**src/rtl/dbus_arbiter.sv**
```systemverilog
// dbus_arbiter: round-robin owner of the single data-memory port, shared by M0 (core) and M1 (debug/loader).
// Optional forced release of a held lock is enabled by defining DBUS_ARB_LOCK_TIMEOUT_EN.

module dbus_arbiter #(
   parameter int AW      = 32,
   parameter int DW      = 32,
   parameter int TIMEOUT = 64
) (
   input  logic              i_clk,
   input  logic              i_reset,
   input  logic              i_m0_req,
   input  logic              i_m0_we,
   input  logic              i_m0_lock,
   input  logic [AW-1:0]     i_m0_addr,
   input  logic [DW-1:0]     i_m0_wdata,
   input  logic [(DW/8)-1:0] i_m0_wmask,
   output logic              o_m0_gnt,
   output logic              o_m0_rvalid,
   output logic [DW-1:0]     o_m0_rdata,
   input  logic              i_m1_req,
   input  logic              i_m1_we,
   input  logic              i_m1_lock,
   input  logic [AW-1:0]     i_m1_addr,
   input  logic [DW-1:0]     i_m1_wdata,
   input  logic [(DW/8)-1:0] i_m1_wmask,
   output logic              o_m1_gnt,
   output logic              o_m1_rvalid,
   output logic [DW-1:0]     o_m1_rdata,
   output logic              o_mem_we,
   output logic [AW-1:0]     o_mem_addr,
   output logic [DW-1:0]     o_mem_wdata,
   output logic [(DW/8)-1:0] o_mem_wmask,
   input  logic [DW-1:0]     i_mem_rdata,
   output logic              o_lock_timeout
);

   localparam int MW = DW / 8;

   typedef enum logic [1:0] {
      ST_IDLE = 2'd0,
      ST_OWN0 = 2'd1,
      ST_OWN1 = 2'd2
   } state_t;

   state_t        r_state;
   state_t        w_next_state;
   logic          r_last;
   logic          w_last_eff;
   logic          r_m0_gnt;
   logic          r_m1_gnt;
   logic          r_m0_rvalid;
   logic          r_m1_rvalid;
   logic [DW-1:0] r_m0_rdata;
   logic [DW-1:0] r_m1_rdata;
   logic          w_acc0;
   logic          w_acc1;
   logic          w_owner_lock;
   logic          w_other_req;
   logic          w_lock_stay;
   logic          w_force;

   // Access decode: an access is a cycle where the owner is also requesting
   always_comb begin
      w_acc0       = 1'b0;
      w_acc1       = 1'b0;
      w_owner_lock = 1'b0;
      w_other_req  = 1'b0;
      case (r_state)
         ST_OWN0: begin
            w_acc0       = i_m0_req;
            w_owner_lock = i_m0_req & i_m0_lock;
            w_other_req  = i_m1_req;
         end
         ST_OWN1: begin
            w_acc1       = i_m1_req;
            w_owner_lock = i_m1_req & i_m1_lock;
            w_other_req  = i_m0_req;
         end
         default: begin
            w_acc0       = 1'b0;
            w_acc1       = 1'b0;
            w_owner_lock = 1'b0;
            w_other_req  = 1'b0;
         end
      endcase
   end

   // Memory-side mux: follows the owner, all zero while idle
   always_comb begin
      o_mem_we    = 1'b0;
      o_mem_addr  = {AW{1'b0}};
      o_mem_wdata = {DW{1'b0}};
      o_mem_wmask = {MW{1'b0}};
      case (r_state)
         ST_OWN0: begin
            o_mem_we    = i_m0_req & i_m0_we;
            o_mem_addr  = i_m0_addr;
            o_mem_wdata = i_m0_wdata;
            o_mem_wmask = i_m0_wmask;
         end
         ST_OWN1: begin
            o_mem_we    = i_m1_req & i_m1_we;
            o_mem_addr  = i_m1_addr;
            o_mem_wdata = i_m1_wdata;
            o_mem_wmask = i_m1_wmask;
         end
         default: begin
            o_mem_we    = 1'b0;
            o_mem_addr  = {AW{1'b0}};
            o_mem_wdata = {DW{1'b0}};
            o_mem_wmask = {MW{1'b0}};
         end
      endcase
   end

`ifdef DBUS_ARB_LOCK_TIMEOUT_EN
   localparam int            CW       = $clog2(TIMEOUT) + 1;
   localparam logic [CW-1:0] LOCK_MAX = CW'(TIMEOUT - 1);

   logic [CW-1:0] r_lock_cnt;
   logic          r_lock_timeout;

   // Lock override once the locked run has used up its budget and the other side waits
   always_comb begin
      w_force = w_owner_lock & w_other_req & (r_lock_cnt == LOCK_MAX);
   end

   // Locked-run counter saturates so a late competing request is served at once
   always_ff @(posedge i_clk or posedge i_reset) begin
      if (i_reset) begin
         r_lock_cnt     <= {CW{1'b0}};
         r_lock_timeout <= 1'b0;
      end else begin
         r_lock_timeout <= w_force;
         if (w_lock_stay) begin
            if (r_lock_cnt != LOCK_MAX) begin
               r_lock_cnt <= r_lock_cnt + {{(CW-1){1'b0}}, 1'b1};
            end else begin
               r_lock_cnt <= r_lock_cnt;
            end
         end else begin
            r_lock_cnt <= {CW{1'b0}};
         end
      end
   end

   assign o_lock_timeout = r_lock_timeout;
`else
   // Lock is honoured indefinitely in this build
   always_comb begin
      w_force = 1'b0;
   end

   assign o_lock_timeout = 1'b0;
`endif

   // Next owner; `last` already reflects an access made in this same cycle
   always_comb begin
      w_next_state = ST_IDLE;
      w_lock_stay  = 1'b0;
      if (w_acc0) begin
         w_last_eff = 1'b0;
      end else if (w_acc1) begin
         w_last_eff = 1'b1;
      end else begin
         w_last_eff = r_last;
      end
      if (w_owner_lock && !w_force) begin
         w_next_state = r_state;
         w_lock_stay  = 1'b1;
      end else if (i_m0_req && i_m1_req) begin
         w_next_state = w_last_eff ? ST_OWN0 : ST_OWN1;
      end else if (i_m0_req) begin
         w_next_state = ST_OWN0;
      end else if (i_m1_req) begin
         w_next_state = ST_OWN1;
      end else begin
         w_next_state = ST_IDLE;
      end
   end

   // Ownership state, round-robin pointer and registered grants
   always_ff @(posedge i_clk or posedge i_reset) begin
      if (i_reset) begin
         r_state  <= ST_IDLE;
         r_last   <= 1'b1;
         r_m0_gnt <= 1'b0;
         r_m1_gnt <= 1'b0;
      end else begin
         r_state  <= w_next_state;
         r_last   <= w_last_eff;
         r_m0_gnt <= (w_next_state == ST_OWN0);
         r_m1_gnt <= (w_next_state == ST_OWN1);
      end
   end

   // Read capture: data is held until the next read completes for the same master
   always_ff @(posedge i_clk or posedge i_reset) begin
      if (i_reset) begin
         r_m0_rvalid <= 1'b0;
         r_m1_rvalid <= 1'b0;
         r_m0_rdata  <= {DW{1'b0}};
         r_m1_rdata  <= {DW{1'b0}};
      end else begin
         r_m0_rvalid <= w_acc0 & ~i_m0_we;
         r_m1_rvalid <= w_acc1 & ~i_m1_we;
         if (w_acc0 && !i_m0_we) begin
            r_m0_rdata <= i_mem_rdata;
         end else begin
            r_m0_rdata <= r_m0_rdata;
         end
         if (w_acc1 && !i_m1_we) begin
            r_m1_rdata <= i_mem_rdata;
         end else begin
            r_m1_rdata <= r_m1_rdata;
         end
      end
   end

   assign o_m0_gnt    = r_m0_gnt;
   assign o_m1_gnt    = r_m1_gnt;
   assign o_m0_rvalid = r_m0_rvalid;
   assign o_m1_rvalid = r_m1_rvalid;
   assign o_m0_rdata  = r_m0_rdata;
   assign o_m1_rdata  = r_m1_rdata;

endmodule

```
**config.mk**
```make
export PLATFORM = sky130hd
export DESIGN_NAME = dbus_arbiter
export DESIGN_NICKNAME = d
export VERILOG_FILES = /design/src/rtl/dbus_arbiter.sv
export SDC_FILE = /design/constraint.sdc
export NUM_CORES = 1
export LEC_CHECK = 0
export BUFFER_PORTS_ARGS = -buffer_cell sky130_fd_sc_hd__buf_2
export CAP_MARGIN = 20
export CORE_AREA = 2 2 123 125
export DETAILED_ROUTE_END_ITERATION = 10
export DIE_AREA = 0 0 125 127
export PLACE_DENSITY = 0.66
export SLEW_MARGIN = 10
export SYNTH_ARGS = -nofsm -noshare
export SYNTH_HDL_FRONTEND = slang
export SYNTH_SLANG_ARGS = --single-unit
```
**constraint.sdc**
```tcl
create_clock -name i_clk -period 3.4 [get_ports i_clk]
set_clock_uncertainty 0.2 [all_clocks]
set_input_delay 0 -clock i_clk [delete_from_list [all_inputs] [get_ports i_clk]]
set_output_delay 0 -clock i_clk [all_outputs]
set_load 0.05 [all_outputs]
```
* Word level (Yosys, flattened, before mapping)
Cells that the tools add are included.
** Word-level totals
- Register bits after elaboration :: 71
- Input port bits :: 176
- Output and inout port bits :: 138
- Logic and storage cells :: 39
** Operators by class
- Eq/ne operators :: 4
- Multiplexer cells :: 14
- Bitwise operators :: 8
- Reductions and logical operators :: 5
** Operators with widths (count)
- $pmux W32 S2 :: 2
- $mux W2 :: 5
- $pmux W4 S2 :: 1
- $and A1 B1 Y1 :: 6
- $eq A2 B1 Y1 const B :: 2
- $eq A2 B2 Y1 const B :: 2
- $mux W1 :: 4
- $pmux W1 S2 :: 2
- $logic_and A1 B1 Y1 :: 3
- $logic_not A1 Y1 :: 2
- $not A1 Y1 :: 2

* Longest topological paths before layout
Gate-level depths: netlist of the first run.
- Depth in word-level cells :: 8
- Mapped depth :: 6
- Mapped depth without buffers :: 5

* Worst setup path before layout of the first run
Ideal clock, no wire load.
- Kind :: register to output
- Start :: register r_state[1]
- End :: output port o_mem_we
- Arrival time :: 1.887 ns
- Required time :: 3.200 ns
- Slack :: 1.313 ns
- Cell stages (with the launch flop) :: 7
- Buffers on the path :: 2
- Path through :: dfrtp_1 inv_1 ha_1 buf_4 clkbuf_1 nand3_1 a21oi_1
** Between the ends
- Cells in the longest elaborated chain, start to end :: 2
- Elaborated cells between the ends (all ways) :: 3
- Those cells by class :: eq/ne (2); mux (1)
** Ends and longest elaborated chain
- from (decl) :: RTL line 45 : state_t r_state;
- from (signal assigned) :: RTL line 190 : r_state <= w_next_state;
- $eq A2 B2 Y1 or $eq A2 B1 Y1 (tied branches) :: RTL line 94 : case (r_state)
- $pmux W1 S2 * :: RTL line 94
- to (decl) :: RTL line 29 : output logic o_mem_we,
Every way passes the cells marked *; elsewhere a longest branch is shown, timed or not.

* Worst setup path in the final report of the first run
- Start :: register r_state[0]
- End :: output port o_mem_addr[27]
** Between the ends
- Cells in the longest elaborated chain, start to end :: 2
- Elaborated cells between the ends (all ways) :: 3
- Those cells by class :: eq/ne (2); mux (1)
** Ends and longest elaborated chain
- $eq A2 B2 Y1 or $eq A2 B1 Y1 (tied branches) :: RTL line 94
- $pmux W32 S2 * :: RTL line 94
- to (decl) :: RTL line 30 : output logic [AW-1:0] o_mem_addr,
Marked as above.

==> metrics list, run 1 <==
- Status: complete, no violations
- Buffers placed on the I/O ports in this run total 312.
- Hold timing on the final database bottoms out at a slack of 0.0122 ns.
- Count of standard-cell rows: 44
* Number of antenna-violating nets in the routed design: 0
- After detailed routing, the average wire length per cell comes to around 16 um.
* Clock net sink count: 71
- The area growth from synthesis to layout is 62.8%.
- Synthesized area divided by synthesized cell count: 11.3 um^2
- For the worst setup path, the data required time is 3.20 ns.
- Final number of setup-violating endpoints: 0
* Critical register-to-register path endpoint: r_last$_DFF_PP1_
* Type of element launching the critical path: flip-flop
- Minimum setup slack in the final design: 0.925 ns
- After layout, the minimum clock period comes to 2.48 ns.
- In this run switching power makes up 55.0% of total power.
- Number of CTS-inserted buffers: 9
- The share of synthesized area in the top cell type comes to 46.9%.
* Power share of the clock group: 14.6%
- In this run the tightest slew margin relative to its limit is 52.8%.
- The largest individual stage delay along the critical path comes from the cell buf_4.
- Across all register-to-register paths, the minimum setup slack is 1.10 ns.
* Depth of the critical timing path with buffers and inverters included: 6
* CTS clock-pin slew for the worst setup and hold paths: 0.06 ns
- The finished cells cover 0.00608 mm^2.
* Worst setup startpoint: r_state[0]$_DFF_PP0_
- Counting flops with a built-in enable in the synthesized netlist gives 0.
* DRC violations left: 0
* Vias per std cell: 4.60
- Worst-case reg-to-reg path depth: 6
* Beginning of the worst register-to-register path: r_state[0]$_DFF_PP0_
- Gr ovfl total: 0
* Cell types occupying the most area after synthesis: dfrtp_1 47%, a22oi_1 14%, mux2_4 12%
- Fraction of layout cells with a size suffix above 1: 55.8%
* Estimated wirelength of the detail-placed design: 10600 um
- Max capacitance violation total: 0
- Termination of the worst setup path: o_mem_addr[27]
* Leading register cell type out of synthesis: dfrtp_1
- Summing over every cut layer, the via total after detailed routing is 3927.
- In the post-synthesis netlist, the cell with the most instances is dfrtp_1.
- Max Freq: between 0.4 and 0.5 GHz
- Weighted congestion at the end of routability-driven global placement: 0.845
- The first global-routing pass estimated about 21000 um of wire.
* Length of the first detailed-routing pass in iterations: 4
- Setup repair after global routing left no endpoint under its margin.
* CP Capture Type: primary output
* Sum of negative setup slack: 0 ns
- Utilization after layout: 42.2%
* Die extent in y: 127 um
- Core region area: 0.0144 mm^2
* Internal power: 2.87 mW
- Drt initial violations: 147
- Sum of buffers and inverters on the critical path: 3
* Chain of cells forming the critical path: inv_1 -> ha_2 -> buf_4 -> a22oi_1 -> nor2_1 -> buf_2
- Total net switching power: 3.50 mW
- At the placement stage, the worst setup path has a slack of 1.17 ns.
- The number of placed instances, taps included, is 801.
- #FFs+latches synth: between 70 and 80
- Yosys mapped the design onto 29 distinct sky130hd cell types.
* Die area: 0.0159 mm^2
* Crit path DAT: 2.28 ns
- On the critical path the largest part of the delay comes from buffers and inverters.
- From left edge to right edge, the die measures 125 um.
- In this run the cell area measured after placement is 0.00542 mm^2.
- I/O pin cnt: 314
* Final Routed Wirelength: between 10000 and 15000 um
- Post-Syn Area: 0.00373 mm^2
- Hold Crit Class: input pin to flip-flop
* Count of synthesis-stage warnings from yosys: 0
* Leakage power total: 3.31 nW
- Fin crit share: 72.8%
* Post-route non-filler standard cell count: roughly 850
- Combinational Power Share: 62.4%
- Number of global-route vias before repair: 3960
- Entering global routing, the biggest net connects 73 pins.
- The cell sitting at the root of the clock tree is a clkbuf_16.
- Counting along the longest clock path gives a buffer depth of 2.
* Synth async-reset ratio: 100%
* H-tree level count: 3
* Total Nets Final: 842
* Largest area contributor in the synthesized netlist: dfrtp_1
- At the pin with the least slew margin, the transition time is 0.708 ns.
- Total Routing Usage GR: 16.6%
- Sequential area share after synthesis: between 40% and 50%
- Most frequent cells after synthesis: 70 x dfrtp_1, 68 x a22oi_1, 68 x nor2_1, 35 x mux2_1, 29 x mux2_4
- Biggest cell delay along the critical path: 0.54 ns
- The setup path with the least slack is of type flip-flop to primary output.
* CTS tree: yes
- VDD sags by at most 0.447 mV.
* Sequential fraction of design power: a little under a quarter
* Syn Nets: 508
- Final hold violations: 0
- The count of final max-slew check failures came to 0.
* Power Dens Cells: 1050 mW/mm^2
- Post-layout power: 6.37 mW
- Critical path fanouts, max: 72
- For this configuration, the core starts out at a cell density of 25.9%.
* Clk_lat worst skew: 0.32 ns
- The initial antenna violation count was 2.
- Gate count of the mapped netlist: 330
[worst min-delay path by stage]
stage / startpoint / to / cells after the start
final: i_m0_lock / r_state[1]$_DFF_PP0_ / 4
after global placement: i_reset / o_m1_rdata[12]$_DFFE_PP0P_ / 2
after floorplan: i_mem_rdata[0] / o_m0_rdata[0]$_DFFE_PP0P_ / 1
after detailed placement: i_reset / o_m1_rdata[18]$_DFFE_PP0P_ / 2
after CTS: i_m0_lock / r_state[1]$_DFF_PP0_ / 4
after global routing: i_m1_lock / r_state[1]$_DFF_PP0_ / 4
[worst reg2reg max path: stages, from the launching register on]
cell,delay [ns]
dfrtp_1,0.42
inv_1,0.08
ha_2,0.18
buf_4,0.54
a21oi_1,0.14
a21oi_1,0.13
dlygate4sd3_1,0.55
[power by group through the flow]
stage | Combinational [mW] | Clock [mW] | Sequential, mW
2_1_floorplan | 1.65 | 0 | 2.85
3_5_place_dp | 3.95 | 0 | 1.47
5_1_grt | 4.17 | 1.00 | 1.52
3_3_place_gp | 3.92 | 0 | 1.47
4_1_cts | 4.00 | 0.956 | 1.47
6_report | 3.98 | 0.930 | 1.47
[registers in the layout, summed over array words and instances (netlist names)]
register	count
o_m0_gnt	1
o_m0_rdata	32
o_m0_rvalid	1
o_m1_gnt	1
o_m1_rdata	32
o_m1_rvalid	1
r_last	1
r_state	2
[cell families (layout without fill, tap and decap cells)]
logic type | Yosys count | count (layout) | share of synthesized area (%)
multiplexers | 64 | 64 | 22.2
AO/OA/AOI/OAI | 79 | 79 | 15.5
buffers and inverters | 38 | 377 | 5.06
AND/OR/NAND/NOR | 75 | 75 | 8.81
other | 1 | 2 | 0.100
adder cells (fa/ha/maj) | 2 | 2 | 0.670
flip-flops | 71 | 71 | 47.6
[layer usage]
metal / wire length, um / global-route usage [%] / up-vias
li1: - / - / 1863
met1: 5390 / 19.2 / 1843
met2: 6800 / 29.0 / 194
met3: 1190 / 5.44 / 27
met4: 358 / 5.69 / 0
met5: 0 / 0 / -
[layout by cell type (no fill, tap or decap), types with 2 or more instances in the layout]
| cell type | instances |
|---|---|
| dfrtp_1 | 70 |
| clkinv_4 | 2 |
| nor2_1 | 68 |
| dlygate4sd3_1 | 36 |
| clkinv_2 | 2 |
| buf_4 | 7 |
| inv_2 | 3 |
| ha_2 | 2 |
| clkbuf_16 | 9 |
| mux2_1 | 35 |
| a21oi_1 | 3 |
| nand3_1 | 2 |
| inv_1 | 3 |
| mux2_4 | 29 |
| buf_2 | 312 |
| o21ai_0 | 2 |
| a22oi_1 | 68 |
[final cells by class]
cell class,count,area (um^2)
fillers,1430,8340
clock inverters,5,57.6
inverters,6,22.5
flip-flops and latches,71,1780
repair buffers,355,1970
multi-input cells,221,1770
diodes,1,2.50
clock buffers,11,243
well taps,184,230
[what timing repair did]
item                                    in CTS  in global routing
setup buffers                                0                  0
hold buffers                                36                  0
hold endpoints to repair                   109                  0
endpoints found under the setup margin       0                  0
resized for setup                            0                  0
No activity file was read; power rests on OpenSTA's default activity.
==> inputs of run 2 (changes only) <==
ABC_AREA = 1   (was default)
PLACE_DENSITY = 0.7   (was 0.66)
clock period = 2.26 ns   (was 3.4 ns; I/O delays follow)
==> run 2 against run 1 <==
- sequential share of layout area is 1.9 points lower
- global-route usage is 2.5 points higher
- clock power is 54% higher
- first-iteration DRC count is 110% higher
- setup slack worse by 0.82 ns
- critical path depth is 1 lower
- synthesized area is 8.8% higher
- critical path type unchanged
- critical endpoint is now o_mem_wdata[15]
==> metrics list, run 2 <==
- The number of enable-type register cells in the synthesized netlist is 0 (unchanged).
- Biggest cell delay along the critical path: 0.40 ns (was 0.54 ns)
* Master cell of the clock root buffer: clkbuf_16 (unchanged)
- Length of the first detailed-routing pass in iterations: 5 (was 4)
- The starting density of the core was 28.2% (was 25.9%).
- Final period demand of the worst path: around 2.2 ns
- The vertical extent of the die is 127 um (unchanged).
- Via count: 4668 (was 3927)
* Most frequent cells after synthesis: 189 x nand2_1, 70 x dfrtp_1, 69 x a21oi_1, 49 x o21ai_2, 40 x inv_1 (was 70 x dfrtp_1, 68 x a22oi_1, 68 x nor2_1, 35 x mux2_1, 29 x mux2_4)
- The placeable core region came to 0.0144 mm^2 (unchanged).
* Global-route wire length before repair: 24000 um (was 21100 um)
* Routed wire per std cell: 15.4 um (was 16.1 um)
- Largest area contributor in the synthesized netlist: dfrtp_1 (unchanged)
* Port bufs: 312 (unchanged)
- The number of clock buffers inserted by TritonCTS came to 9 (unchanged).
- Multi-input gate area: 0.00188 mm^2 (was 0.00177 mm^2)
- Critical register-to-register path endpoint: o_m1_rvalid$_DFF_PP0_ (was r_last$_DFF_PP1_)
- Crit path DAT: 1.95 ns (was 2.28 ns)
- Most frequent cells in the layout: 309 x buf_2, 189 x nand2_1, 70 x dfrtp_1 (was 312 x buf_2, 70 x dfrtp_1, 68 x a22oi_1, 68 x nor2_1, 36 x dlygate4sd3_1)
- Critical path class: flip-flop to primary output (unchanged)
- The cell area after technology mapping came to 0.00406 mm^2 (was 0.00373 mm^2).
- The count of final max-slew check failures is 0 (unchanged).
- Initial antenna violation count: 2 (unchanged)
* Synthesized area divided by synthesized cell count: 7.83 um^2 (was 11.3 um^2)
- The class of the most critical hold timing path is input pin to async pin (was input pin to flip-flop).
- The area share of the largest cell type after synthesis was 43.1% (was 46.9%).
- The area of the die came to 0.0159 mm^2 (unchanged).
- The largest net degree at the start of global routing came to 72 (was 73).
- Vias per std cell: 4.46 (was 4.60)
* Status: complete, no violations (unchanged)
* Clock net sink count: 71 (unchanged)
- Sum of buffers and inverters on the critical path: 3 (unchanged)
* Estimated wirelength of the detail-placed design: 12300 um (was 10600 um)
- The fill cell total of the finished layout came to 1458 (was 1430).
* Gr ovfl total: 0 (unchanged)
- The final net count came to 1036 (was 842).
* Max Freq: 0.464 GHz
* Sequential Area: 0.00178 mm^2 (unchanged)
- Layout Cell Area excl Fill: 0.00651 mm^2 (was 0.00608 mm^2)
- Postcts setup bufs: 0 (unchanged)
- The combined global-route utilization of all metal layers came to 19.1% (was 16.6%).
- Chain of cells forming the critical path: inv_1 -> ha_2 -> buf_4 -> a21oi_1 -> clkbuf_4 (was inv_1 -> ha_2 -> buf_4 -> a22oi_1 -> nor2_1 -> buf_2)
- Weighted congestion at the end of routability-driven global placement: 0.832 (was 0.845)
- The die extent in x was 125 um (unchanged).
- The register bit total from synthesis is 71 (unchanged).
- The post-detailed-route DRC marker count is 0 (unchanged).
* CTS clock-pin slew for the worst setup and hold paths: 0.06 ns (about the same)
* CTS tree: yes (unchanged)
* Fin crit share: 95.3%
- Placement-stage cell area: 0.00575 mm^2 (was 0.00542 mm^2)
- The total negative setup slack came to 0 ns (unchanged).
- The maximum vdd ir drop is 0.592 mV (was 0.447 mV).
* Data required time of the worst path: 2.06 ns (was 3.20 ns)
- Gate count of the mapped netlist: 519 (was 330)
* Beginning of the worst register-to-register path: r_state[0]$_DFF_PP0_ (unchanged)
- Syn-to-layout area delta: 60.1% (was 62.8%)
- Count of synthesis-stage warnings from yosys: 0 (unchanged)
* CP Capture Type: primary output (unchanged)
* Worst hold slack across all endpoints: 0.118 ns (was 0.0122 ns)
- The fraction of synthesis flops using an asynchronous set or reset pin was 100% (unchanged).
* RSZ-0062 raised after global routing: false (unchanged)
- Most common cell after layout, fill and taps aside: buf_2 (unchanged)
- Critical path fanouts, max: 49 (was 72)
* I/O pin cnt: 314 (unchanged)
- Sequential area share after synthesis: 43.8% (was 47.6%)
* Leading register cell type out of synthesis: dfrtp_1 (unchanged)
- The total power divided by cell area is 1480 mW/mm^2 (was 1050 mW/mm^2).
- Number of global-route vias before repair: 4458 (was 3960)
- Number of antenna-violating nets in the routed design: 0 (unchanged)
- ANT cells: 0 (was 1)
* Max capacitance violation total: 0 (unchanged)
- The clock latency of the later-clocked register in the worst-skew pair came to 0.32 ns (about the same).
* Syn Nets: 697 (was 508)
- The cell type group with the largest total delay on the critical path is buffers and inverters (unchanged).
- The number of buffers between clock root and the deepest sink was 2 (unchanged).
- The leakage power summed over all cells is 3.57 nW (was 3.31 nW).
- Type of element launching the critical path: flip-flop (unchanged)
* Count of cell types in the netlist: 21 (was 29)
- Cell types occupying the most area after synthesis: dfrtp_1 43%, nand2_1 17%, o21ai_2 11% (was dfrtp_1 47%, a22oi_1 14%, mux2_4 12%).
- Final number of setup-violating endpoints: 0 (unchanged)
* Worst-case reg-to-reg path depth: 5 (was 6)
- The H-tree depth was 3 (unchanged).
* Drt initial violations: 305 (was 147)
* Fraction of layout cells with a size suffix above 1: 49.3% (was 55.8%)
* Final hold violations: 0 (unchanged)
- Leading cell type by number of instances after synthesis: nand2_1 (was dfrtp_1)
* Count of standard-cell rows: 44 (unchanged)
- The aggregate routed wire length was 16100 um (was 13700 um).
- Post-layout power: 9.62 mW (was 6.37 mW)
- The internal reg-to-reg setup slack came to 0.44 ns (was 1.10 ns).
* Worst-path cell with the longest stage delay: dfrtp_1 (was buf_4)
==> run 2: changes by cell type after synthesis, moves of 9 or more <==
cell	before	now
clkbuf_1	19	10
a21oi_1	3	69
nor2_1	68	0
inv_1	4	40
o21ai_1	1	15
a22oi_1	68	0
nand3_1	2	13
buf_6	3	12
o21ai_2	0	49
mux2_1	35	0
mux2_4	29	0
nand2_2	0	26
nand2_1	0	189
==> run 2: repair_timing <==
action	in CTS	in global routing
hold buffers	41	0
gates resized for setup	0	4
endpoints found under the hold margin	142	0
endpoints found under the setup margin	0	24
==> run 2: final cells by class <==
type | count | area share, %
Timing Repair Buffer | 365 | 33.1
Multi-Input combinational cell | 369 | 28.8
Sequential cell | 71 | 27.3
Clock buffer | 11 | 3.88
Tap cell | 184 | 3.54
Inverter | 42 | 2.50
Clock inverter | 4 | 0.827
==> run 2: how the worst max path moves through the flow <==
stage / from / to / slack, ns / depth (start not counted)
floorplan: r_state[0]$_DFF_PP0_ / o_mem_addr[10] / 0.14 / 6
global placement: r_state[0]$_DFF_PP0_ / o_mem_wdata[15] / 0.39 / 6
detailed placement: r_state[0]$_DFF_PP0_ / o_mem_wdata[15] / 0.37 / 6
CTS: r_state[0]$_DFF_PP0_ / o_mem_wdata[15] / 0.01 / 6
global route: r_state[0]$_DFF_PP0_ / o_mem_wdata[15] / 0.005 / 5
finish: r_state[0]$_DFF_PP0_ / o_mem_wdata[15] / 0.11 / 5
==> run 2: per-layer routing <==
layer | GRT usage, % | wire (um) | vias up
li1 | - | - | 2325
met4 | 6.14 | 393 | 4
met1 | 24.6 | 6650 | 2084
met5 | 0 | 21 | -
met3 | 4.31 | 1150 | 24
met2 | 31.9 | 7860 | 231
==> run 2: power by group <==
part           switching, mW  total, mW  internal [mW]
combinational           4.61       6.01           1.40
sequential             0.319       2.18           1.86
clock                  0.518       1.43          0.912
total                   5.45       9.62           4.17
==> run 2: logic make-up (layout without fill, tap and decap cells) <==
family,after synthesis,count (layout),share of synthesized area [%]
adders and majority gates,2,2,0.616
and+or+nand+nor,233,233,24.4
buffers and inverters,79,422,10.2
AOI/OAI and AO/OA,133,133,20.9
DFF,71,71,43.8
other,1,1,0.0923
==> run 2: stage by stage <==
stage               setup WS, ns  cells  utilization [%]
finish                     0.106   1046             45.1
global route             0.00500   1046             45.1
CTS                      0.00973   1045             44.9
detailed placement         0.369    989             39.9
global placement           0.386    989             39.9
floorplan                  0.135    519                -
==> run 2: worst register-to-register path: cells and delay by family (launching register included) <==
family | cells | cell delay, ns
DFF | 1 | 0.40
and+or+nand+nor | 2 | 0.23
buffers and inverters | 2 | 0.64
adders and majority gates | 1 | 0.28
